<file path="config.mk">
export PLATFORM = sky130hd
export DESIGN_NAME = rf_writeback
export DESIGN_NICKNAME = d
export VERILOG_FILES = /design/src/rtl/rf_writeback_pkg.sv /design/src/rtl/rf_scoreboard.sv /design/src/rtl/rf_writeback.sv
export SDC_FILE = /design/constraint.sdc
export NUM_CORES = 1
export LEC_CHECK = 0
export CORE_MARGIN = 2
export CORE_UTILIZATION = 42
export CTS_BUF_LIST = sky130_fd_sc_hd__clkbuf_4
export DETAILED_ROUTE_END_ITERATION = 12
export HOLD_SLACK_MARGIN = 0.02
export MAX_ROUTING_LAYER = met4
export PLACE_DENSITY = 0.83
export SLEW_MARGIN = 20
export SYNTH_ARGS = -nofsm -noshare
export SYNTH_HDL_FRONTEND = slang
export SYNTH_SLANG_ARGS = --single-unit
</file>
<file path="constraint.sdc">
create_clock -name clk -period 2.5 [get_ports clk]
set_clock_uncertainty 0.1 [all_clocks]
set_input_delay 0.25 -clock clk [delete_from_list [all_inputs] [get_ports clk]]
set_output_delay 0.25 -clock clk [all_outputs]
set_load 0.01 [all_outputs]
</file>
<file path="src/rtl/rf_writeback_pkg.sv">
// Shared definitions for the register-file writeback slice: sizes, result
// request record and the writeback source select encoding.
package rf_writeback_pkg;

  localparam int XLEN = 32;
  localparam int NREG = 32;
  localparam int RA_W = $clog2(NREG);

  typedef struct packed {
    logic            valid;
    logic [RA_W-1:0] rd;
    logic [XLEN-1:0] data;
  } wb_req_t;

  typedef enum logic [1:0] {
    SRC_NONE = 2'd0,
    SRC_ALU  = 2'd1,
    SRC_LSU  = 2'd2,
    SRC_MD   = 2'd3
  } wb_src_e;

endpackage

</file>
<file path="src/rtl/rf_scoreboard.sv">
// Pending-write scoreboard for long-latency destinations: one busy bit per
// architectural register, x0 never busy, a same-cycle set beats a clear.
module rf_scoreboard
  import rf_writeback_pkg::*;
(
  input  logic            clk,
  input  logic            rst,
  input  logic            issue_valid_i,
  input  logic [RA_W-1:0] issue_rd_i,
  output logic            issue_ready_o,
  input  logic            clr_valid_i,
  input  logic [RA_W-1:0] clr_rd_i,
  input  logic [RA_W-1:0] rs1_i,
  input  logic [RA_W-1:0] rs2_i,
  output logic            rs1_busy_o,
  output logic            rs2_busy_o
);

  logic [NREG-1:0] busy_q, busy_d;

  assign issue_ready_o = !busy_q[issue_rd_i];
  assign rs1_busy_o    = busy_q[rs1_i];
  assign rs2_busy_o    = busy_q[rs2_i];

  // Clear first so a same-cycle set of the same register survives.
  always_comb begin
    busy_d = busy_q;
    if (clr_valid_i) busy_d[clr_rd_i] = 1'b0;
    if (issue_valid_i && issue_ready_o) busy_d[issue_rd_i] = 1'b1;
    busy_d[0] = 1'b0;
  end

  always_ff @(posedge clk) begin
    if (rst) busy_q <= '0;
    else     busy_q <= busy_d;
  end

endmodule

</file>
<file path="src/rtl/rf_writeback.sv">
// Register-file write port owner: arbitrates ALU/LSU/MULDIV results, tracks
// pending long-latency writes and exposes a bypass of the write in flight.
module rf_writeback
  import rf_writeback_pkg::*;
#(
  parameter int STARVE_LIMIT = 4
) (
  input  logic            clk,
  input  logic            rst,
  input  logic            alu_valid,
  input  logic [RA_W-1:0] alu_rd,
  input  logic [XLEN-1:0] alu_data,
  input  logic            lsu_valid,
  input  logic [RA_W-1:0] lsu_rd,
  input  logic [XLEN-1:0] lsu_data,
  output logic            lsu_ready,
  input  logic            md_valid,
  input  logic [RA_W-1:0] md_rd,
  input  logic [XLEN-1:0] md_data,
  output logic            md_ready,
  input  logic            issue_valid,
  input  logic [RA_W-1:0] issue_rd,
  output logic            issue_ready,
  input  logic [RA_W-1:0] rs1,
  input  logic [RA_W-1:0] rs2,
  output logic            rs1_busy,
  output logic            rs2_busy,
  output logic            rs1_fwd,
  output logic            rs2_fwd,
  output logic [XLEN-1:0] fwd_data,
  output logic            wen,
  output logic [RA_W-1:0] waddr,
  output logic [XLEN-1:0] wdata
);

  localparam int SC_W = $clog2(STARVE_LIMIT + 1);
  localparam logic [SC_W-1:0] STARVE_MAX = SC_W'(STARVE_LIMIT);

  wb_src_e         sel;
  wb_req_t         win;
  logic [SC_W-1:0] starve_q, starve_d;
  logic            wen_q;
  logic [RA_W-1:0] waddr_q;
  logic [XLEN-1:0] wdata_q;

  // ALU is never refused; MULDIV outranks LSU only once it has starved.
  always_comb begin
    sel = SRC_NONE;
    if (alu_valid)                  sel = SRC_ALU;
    else if (lsu_valid && md_valid) sel = (starve_q == STARVE_MAX) ? SRC_MD : SRC_LSU;
    else if (lsu_valid)             sel = SRC_LSU;
    else if (md_valid)              sel = SRC_MD;
  end

  assign lsu_ready = (sel == SRC_LSU);
  assign md_ready  = (sel == SRC_MD);

  always_comb begin
    win = '0;
    unique case (sel)
      SRC_ALU:  win = '{valid: 1'b1, rd: alu_rd, data: alu_data};
      SRC_LSU:  win = '{valid: 1'b1, rd: lsu_rd, data: lsu_data};
      SRC_MD:   win = '{valid: 1'b1, rd: md_rd,  data: md_data};
      SRC_NONE: win = '0;
    endcase
  end

  always_comb begin
    starve_d = '0;
    if (md_valid && !md_ready)
      starve_d = (starve_q == STARVE_MAX) ? starve_q : starve_q + 1'b1;
  end

  // ---- write register stage: result visible to the register file next cycle
  always_ff @(posedge clk) begin
    if (rst) begin
      starve_q <= '0;
      wen_q    <= 1'b0;
      waddr_q  <= '0;
      wdata_q  <= '0;
    end else begin
      starve_q <= starve_d;
      wen_q    <= win.valid && (win.rd != '0);
      if (win.valid) begin
        waddr_q <= win.rd;
        wdata_q <= win.data;
      end
    end
  end

  rf_scoreboard u_sb (
    .clk          (clk),
    .rst          (rst),
    .issue_valid_i(issue_valid),
    .issue_rd_i   (issue_rd),
    .issue_ready_o(issue_ready),
    .clr_valid_i  (md_ready),
    .clr_rd_i     (md_rd),
    .rs1_i        (rs1),
    .rs2_i        (rs2),
    .rs1_busy_o   (rs1_busy),
    .rs2_busy_o   (rs2_busy)
  );

  assign wen      = wen_q;
  assign waddr    = waddr_q;
  assign wdata    = wdata_q;
  assign fwd_data = wdata_q;
  assign rs1_fwd  = wen_q && (waddr_q == rs1) && (rs1 != '0);
  assign rs2_fwd  = wen_q && (waddr_q == rs2) && (rs2 != '0);

endmodule

</file>
== Word-level counts from Yosys, hierarchy flattened ==
Cells that the tools add are included.

* Mux-type cells: 18
* Reductions and logical operators: 17
* Add/sub/neg operators: 1
* $lt $le $gt $ge: 6
* Bitwise logic cells: 4
* Equality and inequality tests: 6

{| class="wikitable"
|+ Operator list
! operator !! number
|-
| $pmux 38 s4 || 1
|-
| $mux 32 || 2
|-
| $and 32x32->32 || 1
|-
| $not 32->32 || 1
|-
| $or 32x32->32 || 1
|-
| $lt 5x6->1 const B || 4
|-
| $bmux 1 s5 || 3
|-
| $reduce_bool 5->1 || 3
|-
| $demux 1 s5 || 2
|-
| $eq 5x5->1 || 2
|-
| $ge 5x1->1 const B || 2
|-
| $logic_and 1x1->1 || 10
|-
| $mux 2 || 4
|-
| $mux 1 || 6
|-
| $eq 2x2->1 const B || 2
|-
| $add 3x1->3 const B || 1
|-
| $eq 3x3->1 const B || 1
|-
| $eq 2x1->1 const B || 1
|-
| $logic_not 1->1 || 2
|-
| $logic_not 2->1 || 1
|-
| $reduce_or 2->1 || 1
|-
| $not 1->1 || 1
|}

* Word-level logic and storage cells: 58
* Output and inout port bits: 77
* Input port bits: 132
* Bits in registers: 73

== Longest topological paths before layout ==
* Depth in word-level cells: 9
* Mapped depth: 8
* Mapped depth without buffers: 7

== Hierarchy ==
A second synthesis with hierarchy kept.

* Cell total of the unflattened synthesis: 498
* Area, all modules: 4759.6 µm²

{| class="wikitable"
|+ Modules (own cells, without submodules)
! module !! instances !! seq. area each (µm²) !! area an instance (µm²) !! cells an instance
|-
| rf_writeback || 1 || 820.8 || 2578.7 || 263
|-
| rf_scoreboard || 1 || 620.6 || 2180.8 || 235
|}

== Worst setup path after synthesis ==
OpenSTA, ideal clock, no wires.

* Path type: input port to output port
* From: in rs1[1]
* To: out rs1_busy
* Cell stages on the path: 6
* Data required time: 2150 ps
* Path slack: 371 ps
* Arrival: 1779 ps
* Buffers on the path: 1
* Cells stage by stage: clkbuf_1 -> mux2_2 -> nand2_1 -> o21ai_0 -> mux4_2 -> mux2_2

* Word-level cells in the longest chain between the ends: 2

{| class="wikitable"
|+ Ends and longest elaborated chain
! item !! line !! source
|-
| start, declared || rf_writeback.sv:24 || <nowiki>input logic [RA_W-1:0] rs1,</nowiki>
|-
| $bmux 1 s5 || rf_scoreboard.sv:22 || <nowiki>assign rs1_busy_o = busy_q[rs1_i];</nowiki>
|-
| $mux 1 (not written as such) || rf_scoreboard.sv:22 ||
|-
| end, declared || rf_writeback.sv:26 || <nowiki>output logic rs1_busy,</nowiki>
|}

Every way passes these cells. The select of a mux whose other input is x is not followed.

== Worst setup path in the final report ==
* From: reg u_sb.busy_q[6]
* To: out rs1_busy

* Word-level cells in the longest chain between the ends: 2

{| class="wikitable"
|+ Ends and longest elaborated chain
! item !! line !! source
|-
| start, declared || rf_scoreboard.sv:19 || <nowiki>logic [NREG-1:0] busy_q, busy_d;</nowiki>
|-
| start signal, assigned || rf_scoreboard.sv:35 || <nowiki>else busy_q <= busy_d;</nowiki>
|-
| $bmux 1 s5 || rf_scoreboard.sv:22 ||
|-
| $mux 1 (not written as such) || rf_scoreboard.sv:22 ||
|}

Every way passes these cells. The select of a mux whose other input is x is not followed.

==> flow_summary.ini <==
[global_route]
antenna_found_initial = 1
first_global_vias = 4840
grt_pass1_wl_mm = 26.9
grtUsageTotal_pct = 32.0
grt_max_degree = 39
grt-ovfl-total = 0

[outcome]
status = finished, final reports clean

[synthesis]
yosysWarnings = 0
synth_ff_type = dfxtp_1
synth_compound_area_share_pct = 23.8
syn_area_per_cell_um2 = 9.12
synthAdderAreaFrac_pct = 0.581
syn_inst = 472
yosys-mux-area-fraction_pct = 15.6
post_synth_num_cell_types = 41
synth_seq_area_share_pct = 33.5
yosys-top-cells-area = dfxtp_1 33%, mux4_2 14%, a222oi_1 7.7%
synthTopCellsByCount = 72 x dfxtp_1, 66 x nand2_1, 43 x a21oi_1, 34 x buf_4, 33 x a222oi_1
synth-xor-area-share_pct = 1.83
synth-simple-area-share_pct = 15.1
synth_edf_count = 0
synth_area_mm2 = 0.00431
synth_top_area_share_pct = 33.5
synth-seq-cells = 72
synthArstFlopShare_pct = 0
synth_most_common_cell = dfxtp_1
synth_nets = 606
synth_area_leader_cell = dfxtp_1
synth_top_family_by_area = compound AO/OA/AOI/OAI gates

[sta]
fin_hold_ws_ps = 244
setup_violations = 0
max-slew-margin-rel_pct = 37.6
worstMarginPinSlew_ps = 934
fmax_ghz = 0.401
final.setup.worst_slack_ps = 4.09
tns_ps = 0
fin_crit_sh_pct = 99.8
timing.final.max_slew_violations = 0
rsz0062_at_grt = true
fin_crit_ps = 2500
timing_hold_violations_final = 0

[clock_network]
cts.sinks = 72
ctsLongestPathBuffers = 2
clk_pin_slew_ps = 150
cts_tree = yes
clkLatencyLatePin_ps = 420
ctsHoldBuffers = 0
numCtsBuffers = 9
cts_root_buffer = clkbuf_4
ctsHtreeMaxLevel = 3

[worst_setup_path]
reg2reg_depth = 8
crit_fanout = 4
cpMostUsedCell = mux4_2
cp_num_buf_inv = 1
worst_setup_path_end_kind = primary output
reg2reg_to = wen
reg2reg_slack_ps = 310
worstSetupPathType = reg -> out
start_kind = flip-flop
cp_data_arrival_time_ps = 2150
critPathSlowestCell = mux4_2
path_cells = mux4_2 -> mux4_2 -> mux2_4 -> buf_6
critPathTopFamily = multiplexers
slowest_delay_ps = 480
worst_ep_required_time_ps = 2150
crit_start = u_sb.busy_q[6]
rr_startpoint = starve_q[0]

[job]
maxCapViolations = 0

[pwr]
total_power_w = 0.00270
p_leak_nw = 2.49
powerDensity_mw_per_mm2 = 396
ir_drop_uv = 234

[cells_and_area]
area_delta_synth_final_pct = 58.6
final_nets = 812
postLayoutCoreUtil_pct = 69.2
final_layout_size_suffix_gt1_share_pct = 19.8

[placement]
hpwlAfterDp_mm = 13.7
dp_slack_ps = -514
io_buffer_count = 208
place_congestion = 1.00

[route]
via_per_inst = 6.11
totalWireLength_mm = 17.8
ant_nets = 0
vias = 4994
initialDrtViolationCount = 691
wl_per_cell_um = 21.7
drc = 0
dr.pass1.iters = 7

[floorplanning]
die_w_um = 105
initial_core_util_pct = 43.7
die_area_mm2 = 0.0111
row_count = 36
io_pins = 209
die_h_um = 105
coreArea_mm2 = 0.00986

[min_path]
min_to = fwd_data[15]
min_from = md_data[15]
min_path_type = in -> reg
min_path_cells = 3
-- metal layers --
layer | vias up | track usage [%] | routed length [µm]
met5 | - | - | 0
met4 | 0 | 12.9 | 578
met3 | 59 | 8.10 | 1830
met2 | 295 | 50.0 | 8440
met1 | 2423 | 39.8 | 6930
li1 | 2217 | - | -
-- cell usage in the layout (no fill, tap or decap), drive strengths merged, types with 4 or more instances in the layout --
cell type      count
inv                6
mux2               5
and3               5
o31ai              4
a21oi             43
clkbuf            11
clkdlybuf4s50    200
a222oi            33
o211ai            28
o21ai             26
nor2b              6
nor3               8
buf               59
mux4              26
nand2b             5
nor2              10
o311ai             4
dfxtp             72
nand2             66
xor2               6
nand3             14
-- worst register-to-register path, delay by kind of cell, from the launching register on --
family	cells	cell delay, ps
AO/OA/AOI/OAI	3	770
adder cells (fa/ha/maj)	1	240
buffers and inverters	2	230
flip-flops	1	390
AND/OR/NAND/NOR	2	370
-- power breakdown --
part,internal (W),switching [W]
sequential,0.00120,0.0000573
clock,0.000219,0.000450
combinational,0.000471,0.000307
-- cell type report --
type / count / area (µm²)
well taps: 133 / 166
clock inverters: 6 / 42.5
flip-flops and latches: 72 / 1480
fillers: 721 / 3040
diodes: 1 / 2.50
multi-input cells: 326 / 2500
clock buffers: 10 / 75.1
repair buffers: 265 / 2550
inverters: 4 / 15.0
-- kinds of logic (layout without fill, tap and decap cells) --
| family | count (synthesis) | in the layout |
|---|---|---|
| other | 0 | 1 |
| flip-flops | 72 | 72 |
| adder cells (fa/ha/maj) | 2 | 2 |
| XOR/XNOR | 9 | 9 |
| multiplexers | 34 | 34 |
| AND/OR/NAND/NOR | 134 | 134 |
| AO/OA/AOI/OAI | 147 | 147 |
| buffers and inverters | 74 | 285 |
-- stage by stage --
stage | cell area (µm²) | cells
floorplan | 4310 | 472
global placement | 6580 | 793
detailed placement | 6580 | 793
CTS | 6750 | 812
global route | 6830 | 817
finish | 6830 | 817
-- worst max-delay path by stage --
| stage | endpoint | slack, ps | cells after the start |
|---|---|---|---|
| floorplan | rs1_busy | 370 | 6 |
| global placement | rs1_busy | -460 | 6 |
| detailed placement | rs1_busy | -510 | 6 |
| CTS | rs1_busy | 1 | 4 |
| global route | rs1_busy | -60 | 4 |
| finish | rs1_busy | 4 | 4 |
-- what timing repair did --
item / CTS / global route
endpoints found under the hold margin: 0 / 0
resized for setup: 35 / 16
pin swaps: 1 / 1
setup endpoints to repair: 7 / 7
setup buffers: 3 / 4
cloned: 0 / 0
-- state kept, by name, indices dropped and copies added, names as in the netlist --
| name | count |
|---|---|
| fwd_data | 32 |
| u_sb.busy_q | 31 |
| waddr | 5 |
| starve_q | 3 |
| wen | 1 |
No activity file was read; power rests on OpenSTA's default activity.
